$ cat src/rtl/echo_pkg.sv
// Shared types and helpers for the echo line writer.
// Packed-vector slicing and bank rotation live here.
package echo_pkg;

  typedef enum logic [1:0] {
    IDLE,
    FILL,
    RUN,
    FULL
  } state_e;

  localparam int VEC_MAX   = 128;
  localparam int SLICE_MAX = 32;

  // Extract slice idx of width w from a zero-padded packed vector.
  function automatic logic [SLICE_MAX-1:0] get_slice(
    input logic [VEC_MAX-1:0] vec,
    input int                 idx,
    input int                 w
  );
    logic [SLICE_MAX-1:0] mask;
    if (w >= SLICE_MAX) mask = '1;
    else mask = (SLICE_MAX'(1) << w) - SLICE_MAX'(1);
    return SLICE_MAX'(vec >> (idx * w)) & mask;
  endfunction

  // Bank index b moved by d positions around a ring of n banks.
  function automatic int bank_step(
    input int b,
    input int d,
    input int n
  );
    return (b + d + n) % n;
  endfunction

endpackage

$ cat src/rtl/echo_line_writer_boxcar.sv
// Boxcar averager: delay line plus running sum.
// clr_i restarts the window; with en_i the new sample enters it.
module boxcar_avg #(
  parameter int DATA_W   = 8,
  parameter int AVG_LOG2 = 4
) (
  input  logic                         clk_i,
  input  logic                         rst_i,
  input  logic                         clr_i,
  input  logic                         en_i,
  input  logic [DATA_W-1:0]            din_i,
  output logic [DATA_W+AVG_LOG2-1:0]   sum_o
);

  localparam int LEN   = 1 << AVG_LOG2;
  localparam int SUM_W = DATA_W + AVG_LOG2;

  logic [DATA_W-1:0] dl_q [LEN];
  logic [DATA_W-1:0] dl_d [LEN];
  logic [SUM_W-1:0]  sum_q, sum_d;
  logic [DATA_W-1:0] oldest;

  // Next window contents and running sum (modulo arithmetic is exact).
  always_comb begin
    oldest = clr_i ? '0 : dl_q[LEN-1];
    sum_d  = clr_i ? '0 : sum_q;
    for (int i = 0; i < LEN; i++) begin
      dl_d[i] = clr_i ? '0 : dl_q[i];
    end
    if (en_i) begin
      sum_d   = sum_d + SUM_W'(din_i) - SUM_W'(oldest);
      dl_d[0] = din_i;
      for (int i = 1; i < LEN; i++) begin
        dl_d[i] = clr_i ? '0 : dl_q[i-1];
      end
    end
  end

  // Window and sum registers.
  always_ff @(posedge clk_i or posedge rst_i) begin
    if (rst_i) begin
      sum_q <= '0;
      for (int i = 0; i < LEN; i++) dl_q[i] <= '0;
    end else begin
      sum_q <= sum_d;
      for (int i = 0; i < LEN; i++) dl_q[i] <= dl_d[i];
    end
  end

  assign sum_o = sum_q;

endmodule

$ cat src/rtl/echo_line_writer.sv
// Post-log echo writer: boxcar, zone floor, decimation,
// and rotating image-bank write port.
module echo_line_writer
  import echo_pkg::*;
#(
  parameter int DATA_W    = 8,
  parameter int AVG_LOG2  = 4,
  parameter int NUM_ZONES = 3,
  parameter int FOCUS_W   = 2,
  parameter int ADDR_W    = 9,
  parameter int NUM_BANKS = 4,
  parameter int CNT_W     = 16,
  localparam int BANK_W   = $clog2(NUM_BANKS)
) (
  input  logic                          AD_CLK,
  input  logic                          RST,
  input  logic                          Frame_Start,
  input  logic                          Line_Valid,
  input  logic [DATA_W-1:0]             Log_In,
  input  logic [FOCUS_W-1:0]            Focus_Num,
  input  logic [7:0]                    Decim,
  input  logic [NUM_ZONES*CNT_W-1:0]    Zone_End,
  input  logic [NUM_ZONES*DATA_W-1:0]   Noise_Floor,
  output logic                          WR_En,
  output logic [ADDR_W-1:0]             WR_Addr,
  output logic [BANK_W-1:0]             WR_Bank,
  output logic [DATA_W-1:0]             WR_Data,
  output logic [BANK_W-1:0]             RD_Bank_A,
  output logic [BANK_W-1:0]             RD_Bank_B,
  output logic                          Line_Done
);

  localparam int SUM_W = DATA_W + AVG_LOG2;
  localparam logic [CNT_W-1:0] FILL_LAST =
    CNT_W'((1 << AVG_LOG2) - 1);

  state_e              state_q, state_d;
  logic [CNT_W-1:0]    cnt_q, cnt_d;
  logic [7:0]          dec_q, dec_d;
  logic [ADDR_W-1:0]   addr_q, addr_d;
  logic [FOCUS_W-1:0]  focus_q;
  logic [7:0]          decim_q;
  logic                start, wr_cnt;

  logic                s1_wr_q;
  logic [CNT_W-1:0]    s1_cnt_q;
  logic [ADDR_W-1:0]   s1_addr_q;

  logic [SUM_W-1:0]    sum;
  logic [DATA_W-1:0]   avg;
  logic [FOCUS_W-1:0]  zone;
  logic [DATA_W-1:0]   floor_sel;
  logic [CNT_W-1:0]    zone_end [NUM_ZONES];
  logic [DATA_W-1:0]   nfloor   [NUM_ZONES];

  logic                wr_en_q;
  logic [ADDR_W-1:0]   wr_addr_q;
  logic [DATA_W-1:0]   wr_data_q;
  logic [BANK_W-1:0]   bank_q;
  logic                done_q;

  boxcar_avg #(
    .DATA_W  (DATA_W),
    .AVG_LOG2(AVG_LOG2)
  ) u_box (
    .clk_i(AD_CLK),
    .rst_i(RST),
    .clr_i(start),
    .en_i (Line_Valid),
    .din_i(Log_In),
    .sum_o(sum)
  );

  // Line FSM next state, sample/decimation/address counters.
  always_comb begin
    state_d = state_q;
    cnt_d   = cnt_q;
    dec_d   = dec_q;
    addr_d  = addr_q;
    start   = 1'b0;
    wr_cnt  = 1'b0;
    if (!Line_Valid) begin
      state_d = IDLE;
    end else begin
      if (cnt_q != '1) cnt_d = cnt_q + CNT_W'(1);
      unique case (state_q)
        IDLE: begin
          state_d = FILL;
          start   = 1'b1;
          cnt_d   = CNT_W'(1);
          dec_d   = '0;
          addr_d  = '0;
        end
        FILL: begin
          if (cnt_q == FILL_LAST) state_d = RUN;
        end
        RUN: begin
          if (dec_q == decim_q) begin
            wr_cnt = 1'b1;
            dec_d  = '0;
            addr_d = addr_q + ADDR_W'(1);
            if (addr_q == '1) state_d = FULL;
          end else begin
            dec_d = dec_q + 8'd1;
          end
        end
        FULL: begin
        end
        default: state_d = IDLE;
      endcase
    end
  end

  // FSM state register.
  always_ff @(posedge AD_CLK or posedge RST) begin
    if (RST) state_q <= IDLE;
    else     state_q <= state_d;
  end

  // Counters, per-line latches and first pipeline stage.
  always_ff @(posedge AD_CLK or posedge RST) begin
    if (RST) begin
      cnt_q     <= '0;
      dec_q     <= '0;
      addr_q    <= '0;
      focus_q   <= '0;
      decim_q   <= '0;
      s1_wr_q   <= 1'b0;
      s1_cnt_q  <= '0;
      s1_addr_q <= '0;
    end else begin
      cnt_q     <= cnt_d;
      dec_q     <= dec_d;
      addr_q    <= addr_d;
      s1_wr_q   <= wr_cnt;
      s1_cnt_q  <= start ? '0 : cnt_q;
      s1_addr_q <= addr_q;
      if (start) begin
        focus_q <= Focus_Num;
        decim_q <= Decim;
      end
    end
  end

  // Unpack per-zone thresholds and floors.
  always_comb begin
    for (int z = 0; z < NUM_ZONES; z++) begin
      zone_end[z] = CNT_W'(get_slice(
        VEC_MAX'(Zone_End), z, CNT_W));
      nfloor[z]   = DATA_W'(get_slice(
        VEC_MAX'(Noise_Floor), z, DATA_W));
    end
  end

  // Zone of the stage-1 sample: first end it does not exceed.
  always_comb begin
    avg       = DATA_W'(sum >> AVG_LOG2);
    zone      = FOCUS_W'(NUM_ZONES - 1);
    floor_sel = nfloor[NUM_ZONES-1];
    for (int z = NUM_ZONES - 2; z >= 0; z--) begin
      if (s1_cnt_q <= zone_end[z]) begin
        zone      = FOCUS_W'(z);
        floor_sel = nfloor[z];
      end
    end
  end

  // Output stage: floored average and gated write strobe.
  always_ff @(posedge AD_CLK or posedge RST) begin
    if (RST) begin
      wr_en_q   <= 1'b0;
      wr_addr_q <= '0;
      wr_data_q <= '0;
      done_q    <= 1'b0;
    end else begin
      wr_en_q   <= s1_wr_q && (zone == focus_q);
      wr_addr_q <= s1_addr_q;
      wr_data_q <= (avg > floor_sel) ? avg - floor_sel : '0;
      done_q    <= !Line_Valid && (state_q != IDLE);
    end
  end

  // Write bank advances after the current cycle's write.
  always_ff @(posedge AD_CLK or posedge RST) begin
    if (RST) bank_q <= '0;
    else if (Frame_Start)
      bank_q <= BANK_W'(bank_step(int'(bank_q), 1, NUM_BANKS));
  end

  assign WR_En     = wr_en_q;
  assign WR_Addr   = wr_addr_q;
  assign WR_Data   = wr_data_q;
  assign WR_Bank   = bank_q;
  assign Line_Done = done_q;
  assign RD_Bank_A =
    BANK_W'(bank_step(int'(bank_q), -1, NUM_BANKS));
  assign RD_Bank_B =
    BANK_W'(bank_step(int'(bank_q), -2, NUM_BANKS));

endmodule

$ cat config.mk
export PLATFORM = sky130hd
export DESIGN_NAME = echo_line_writer
export DESIGN_NICKNAME = d
export VERILOG_FILES = /design/src/rtl/echo_pkg.sv /design/src/rtl/echo_line_writer_boxcar.sv /design/src/rtl/echo_line_writer.sv
export SDC_FILE = /design/constraint.sdc
export NUM_CORES = 1
export LEC_CHECK = 0
export ABC_AREA = 0
export BUFFER_PORTS_ARGS = -buffer_cell sky130_fd_sc_hd__buf_2
export CAP_MARGIN = 25
export CORE_ASPECT_RATIO = 1.1
export CORE_UTILIZATION = 50
export DETAILED_ROUTE_END_ITERATION = 16
export PLACE_DENSITY = 0.76
export SETUP_SLACK_MARGIN = 0.2
export SYNTH_ARGS = -nofsm -noshare
export SYNTH_HDL_FRONTEND = slang
export SYNTH_SLANG_ARGS = --single-unit
$ cat constraint.sdc
create_clock -name AD_CLK -period 23.7 [get_ports AD_CLK]
set_input_delay 4.74 -clock AD_CLK [delete_from_list [all_inputs] [get_ports AD_CLK]]
set_output_delay 4.74 -clock AD_CLK [all_outputs]
set_load 0.01 [all_outputs]
# After elaboration in Yosys (flattened, before gate mapping)
# Cells that the tools add are included.
# totals
output_inout_bits	25
word_cells	110
register_bits	232
# op_classes
n_eq_ne	12
n_reduce_logical	11
n_lt_le_gt_ge	3
mux	41
addsub	12
# ops
cell	count
2-to-1 mux 8 bit	20
2-to-1 mux 128 bit	1
2-to-1 mux 16 bit	3
<= comparator 16 bit	2
2-to-1 mux 12 bit	2
one-hot mux 9 bit (2 select lines)	1
adder 16 x 1 -> 16 bit, second input constant	1
== test 16 x 4 -> 1 bit, second input constant	1
!= test 16 bit, second input constant	1
one-hot mux 8 bit (2 select lines)	1
adder 12 x 8 -> 12 bit	1
2-to-1 mux 2 bit	6
subtractor 12 x 8 -> 12 bit	1
adder 2 x 1 -> 2 bit, second input constant	5
adder 9 x 1 -> 9 bit, second input constant	1
== test 9 bit, second input constant	1
2-to-1 mux 9 bit	1
!= test 3 bit, second input constant	3
adder 8 x 1 -> 8 bit, second input constant	1
== test 8 bit	1
greater-than comparator 8 bit	1
subtractor 8 bit	1
one-hot mux 2 bit (3 select lines)	1
nonzero test 2 bit	3
13 further kinds	19

# Logic depth before layout (Yosys ltp)
# depth
depth_word	7
mapped_depth	17
ltp_nobuf	16

# Modules after synthesis
# From an unflattened synthesis, not the netlist that was laid out.
# unflattened
hier_cells	1099
area_unflattened_um2	11463.5
# by_module_without_submodules
module	instances	area_per_inst_um2	cells_each	seq_area_each_um2
boxcar_avg	1	6317.3	557	3503.4
echo_line_writer	1	5146.2	542	2302.2

# Worst setup path after synthesis
# No wires, ideal clock.
# synth_timing
path_type	in2reg
startpoint	in Zone_End[30]
endpoint	reg wr_data_q[7] (netlist: WR_Data[7])
slack_ns	15.796
setup_time_ns	0.144
arrival_time_ns	7.760
t_required_ns	23.556
cell_stages	16
n_path_buf	1
cell_sequence	inv_1 -> ha_1 -> a21oi_2 -> nand2_1 -> a221o_1 -> o31a_1 -> buf_6 -> mux2_4 -> mux2i_1 -> ha_1 -> nor2b_1 -> o21a_1 -> o21ai_1 -> a21oi_1 -> o31ai_2 -> nor3_1
# synth_between
elab_chain_cells	5
elab_cells_between_ends	6
# synth_lines
element	line	source
start, declared	echo_line_writer.sv:22	input logic [NUM_ZONES*CNT_W-1:0] Zone_End,
<= comparator 16 bit (*)	echo_line_writer.sv:161	if (s1_cnt_q <= zone_end[z]) begin
2-to-1 mux 8 bit (*) (2 in series)	echo_line_writer.sv:161	
subtractor 8 bit / greater-than comparator 8 bit (equally long branches)	echo_line_writer.sv:178	wr_data_q <= (avg > floor_sel) ? avg - floor_sel : '0;
2-to-1 mux 8 bit (*)	echo_line_writer.sv:178	
end signal, assigned	echo_line_writer.sv:178	
end, declared	echo_line_writer.sv:58	logic [DATA_W-1:0] wr_data_q;
# Every way passes the cells marked *; elsewhere a longest branch is shown, timed or not.
# A chain may end at the register's enable or synchronous reset.

# Final worst setup path
# layout_timing
startpoint	in Zone_End[30]
endpoint	reg wr_data_q[3] (netlist: WR_Data[3])
# The elaborated chain is that of the path after synthesis.

==> results.env <==
ANTENNADIODECOUNT=0
POST-ROUTE-DRC-COUNT=0
FINAL.SETUP.TNS_PS=0
REPORT.POWER.TOTAL_mW=1.231
GP_CONGESTION=0.8526
SYNTH-EDFF-COUNT=0
AREA.GROWTH.SYNTH_TO_FINAL_PCT=14.89
POSTSYNTHNETCOUNT=1121
INITIAL_STANDARD_CELL_UTILIZATION_OF_THE_CORE_PCT=50.97
CLOCK_PATH_BUFFERS=3
ROW_COUNT=56
CTS.HTREE.LEVELS=1
DETAIL_ROUTED_NET_LENGTH_PER_STANDARD_CELL_UM=14.94
FLOORPLAN.CORE_AREA_MM2=0.02137
FMAX_MHz=122.5
INITIAL_ANTENNA_VIOLATION_COUNT=0
IO_PINS=119
POST_CTS.RESIZED_INSTANCES=0
WORST_ENDPOINT_DATA_ARRIVAL_TIME_PS=8540
WORST-SLEW-PIN-TRANSITION_PS=815.8
SYNTH.TOP_CELL.AREA_SHARE_PCT=53.30
POWER_DENSITY_mW_PER_MM2=98.37
PLACE.PORT_BUFFERS=102
ROUTE.FINAL.WIRE_LENGTH_UM=20300
YOSYSWARNINGS=0
DETAILEDROUTE.FIRSTITERATIONVIOLATIONS=451
WORST_SETUP_HOLD_PATH_CLK_SLEW_PS=60
NUM_VIAS=7431
CATEGORY_OF_THE_MOST_CRITICAL_SETUP_PATH='in -> reg'
TRITONCTS_NUM_SINKS=232
HOLD_PATH.CLASS='reg -> reg'
VIAS_PER_CELL=5.468
RSZ0062_AT_GRT='false'
CTS_HOLD_BUF=0
POSTSYNTH.ASYNCRESETSHARE_PCT=100.0
POWER.STATIC_LEAKAGE_nW=6.342
GRT_OVERFLOW=0
CLOCKROOTBUFFER='sky130_fd_sc_hd__clkbuf_16'
DETAIL-ROUTE-ANTENNA-NETS=0
FINAL_LAYOUT_SIZE_SUFFIX_GT1_SHARE_PCT=17.68
WORSTPATHMAXFANOUT=10
SYNTH_CELL_TYPES=66
MULTI_INPUT_COMB_AREA_MM2=0.004606
CRITICAL_PATH.STARTPOINT_TYPE='primary input'
SYNTH.LARGEST_AREA_CELL='sky130_fd_sc_hd__dfrtp_1'
AVGSYNTHCELLAREA_UM2=11.36
VDD_IR_DROP_MAX_mV=0.06972
CTS_TREE='built'
GRT_MAX_DEGREE=147
FIN_CRIT_PS=8163
FIRST_GLOBAL_VIAS=7214
PLACE.DETAILED.HPWL_UM=13240
FINALHOLDVIOLATIONS=0
SYNTH_AREA_MM2=0.01089
CLOCK_SKEW_PS=12.34
FLOORPLAN.DIE_AREA_MM2=0.02238
POSTSYNTH.TOPFLOPCELL='sky130_fd_sc_hd__dfrtp_1'
NUMCTSBUFFERS=25
CTS.REPAIR_TIMING.SETUP_BUFFER_COUNT=0
LAYOUT.FILLER_CELLS=1752
REPORT.FINAL.SLEW_VIOL_COUNT=0
PERIOD_SHARE_PCT=34.45
DRTPASS1ITERATIONS=5
FLOORPLAN.DIE.WIDTH_UM=142.7
MAX_CAP_VIOLATIONS=0
SYNTHESIS.INSTANCES=959
WORST_SETUP_PATH_END_KIND='register'
GRT.TOTAL_USAGE_PCT=18.90
TIMING.MAX_SLEW.REL_SLACK_PCT=45.61
FINAL_NETS=1213
SYNTH_SEQUENTIAL_AREA_RATIO_PCT=53.30
RUN_STATUS='complete, no violations'
FIRST_PASS_GRT_WIRE_LENGTH_UM=34330
CLOCK_LATENCY_PS=520
REQUIRED_PS=24070
SYNTH_AREA_LEADERS='sky130_fd_sc_hd__dfrtp_1 (53%), sky130_fd_sc_hd__a22o_1 (10%), sky130_fd_sc_hd__ha_1 (6.8%), sky130_fd_sc_hd__inv_1 (2.6%), sky130_fd_sc_hd__nand2_1 (2.4%)'
FLIP_FLOP_AND_LATCH_AREA_MM2=0.005806
SYNTH.FF_LATCH_COUNT=232
FINALSETUPVIOLATIONS=0
DIE-HEIGHT_UM=156.8
==> through the flow <==
| step | hold slack [ps] | worst slack [ps] | instances | instance area, um^2 | utilization [%] |
|---|---|---|---|---|---|
| after global routing | 351.8 | 15150 | 1359 | 12510 | 58.55 |
| final | 347.0 | 15540 | 1359 | 12510 | 58.55 |
| after CTS | 347.8 | 15490 | 1357 | 12460 | 58.30 |
| after detailed placement | 334.7 | 14960 | 1312 | 11650 | 54.50 |
| after global placement | 334.5 | 14980 | 1311 | 11620 | 54.37 |
| after floorplan | 331.2 | 12600 | 959 | 10890 | - |
==> layout by cell type, fill, tap and decap left out, types with 8 or more instances in the layout <==
master,Yosys,routed
sky130_fd_sc_hd__a21o_1,8,8
sky130_fd_sc_hd__a21oi_1,25,25
sky130_fd_sc_hd__a22o_1,125,125
sky130_fd_sc_hd__and2_1,29,29
sky130_fd_sc_hd__buf_2,6,102
sky130_fd_sc_hd__clkbuf_16,0,25
sky130_fd_sc_hd__dfrtp_1,232,232
sky130_fd_sc_hd__fa_1,9,9
sky130_fd_sc_hd__ha_1,59,59
sky130_fd_sc_hd__inv_1,75,73
sky130_fd_sc_hd__mux2_2,14,14
sky130_fd_sc_hd__mux2i_1,9,9
sky130_fd_sc_hd__nand2_1,71,71
sky130_fd_sc_hd__nand3_1,19,19
sky130_fd_sc_hd__nand4_1,15,15
sky130_fd_sc_hd__nor2_1,53,52
sky130_fd_sc_hd__nor2b_1,8,8
sky130_fd_sc_hd__nor3_1,13,13
sky130_fd_sc_hd__nor4_1,8,8
sky130_fd_sc_hd__o21ai_0,25,25
sky130_fd_sc_hd__xnor2_1,18,18
sky130_fd_sc_hd__xor2_1,17,17
==> where the power goes <==
| part | switching [mW] | internal [mW] | leakage, nW |
|---|---|---|---|
| Combinational | 0.218 | 0.157 | 2.79 |
| Sequential | 0.0343 | 0.443 | 3.15 |
| Clock | 0.154 | 0.224 | 0.399 |
==> layer usage <==
metal | track usage (%) | vias to the layer above | routed length (um)
met5 | 0 | - | 0
met4 | 5.479 | 0 | 316
met3 | 2.723 | 25 | 853
met2 | 29.88 | 160 | 9068
met1 | 27.10 | 3635 | 10060
li1 | - | 3611 | -
==> cell type report <==
| class | instances | share of cell area (%) |
|---|---|---|
| Timing Repair Buffer | 111 | 5.099 |
| Sequential cell | 232 | 46.40 |
| Clock buffer | 35 | 5.779 |
| Inverter | 75 | 2.320 |
| Clock inverter | 10 | 0.6999 |
| Tap cell | 290 | 2.900 |
| Multi-Input combinational cell | 606 | 36.81 |
==> critical path, stage by stage <==
cell and delay (ps):
sky130_fd_sc_hd__buf_2 70, sky130_fd_sc_hd__inv_1 40, sky130_fd_sc_hd__ha_1 320, sky130_fd_sc_hd__nand4_1 160, sky130_fd_sc_hd__nor4_1 360, sky130_fd_sc_hd__a21boi_1 210, sky130_fd_sc_hd__o31a_1 570, sky130_fd_sc_hd__mux2_4 350
sky130_fd_sc_hd__mux2i_1 170, sky130_fd_sc_hd__ha_1 290, sky130_fd_sc_hd__nor2b_1 170, sky130_fd_sc_hd__o21a_1 180, sky130_fd_sc_hd__o21ai_1 160, sky130_fd_sc_hd__a21oi_1 120, sky130_fd_sc_hd__o31ai_2 490, sky130_fd_sc_hd__nor2_1 120
==> logic make-up (layout without fill, tap and decap cells) <==
family	Yosys count	count (layout)	share of synthesized area, %
AO/OA/AOI/OAI	233	233	16.81
XOR/XNOR	35	35	2.814
adder cells (fa/ha/maj)	68	68	8.432
buffers and inverters	121	231	4.480
flip-flops	232	232	53.30
multiplexers	29	29	3.102
AND/OR/NAND/NOR	241	241	11.06
==> worst paths after layout <==
check                      slack, ps  cells past startpoint    startpoint              end
min in group asynchronous       4230                      2           RST       decim_q[0]
min reg2reg                      350                      0  s1_addr_q[7]       WR_Addr[7]
max                            15540                     16  Zone_End[30]       WR_Data[3]
max in group asynchronous      18060                      5           RST       decim_q[1]
max reg2reg                    19370                     14    state_q[0]  u_box.sum_o[11]
min                              350                      0  s1_addr_q[7]       WR_Addr[7]
==> sequential cells by signal, summed over array words and instances, names as in the netlist, 8 cells and up, named ones only <==
name / flops
s1_cnt_q: 16
s1_addr_q: 9
dec_q: 8
addr_q: 9
WR_Data: 8
decim_q: 8
u_box.dl_q: 120
WR_Addr: 9
u_box.sum_o: 12
cnt_q: 16
==> cells in the mapped netlist, types with 15 or more instances <==
| master | count |
|---|---|
| sky130_fd_sc_hd__dfrtp_1 | 232 |
| sky130_fd_sc_hd__a22o_1 | 125 |
| sky130_fd_sc_hd__inv_1 | 75 |
| sky130_fd_sc_hd__nand2_1 | 71 |
| sky130_fd_sc_hd__ha_1 | 59 |
| sky130_fd_sc_hd__nor2_1 | 53 |
| sky130_fd_sc_hd__clkbuf_1 | 31 |
| sky130_fd_sc_hd__and2_1 | 29 |
| sky130_fd_sc_hd__a21oi_1 | 25 |
| sky130_fd_sc_hd__o21ai_0 | 25 |
| sky130_fd_sc_hd__nand3_1 | 19 |
| sky130_fd_sc_hd__xnor2_1 | 18 |
| sky130_fd_sc_hd__xor2_1 | 17 |
| sky130_fd_sc_hd__nand4_1 | 15 |
No activity file was read; power rests on OpenSTA's default activity.
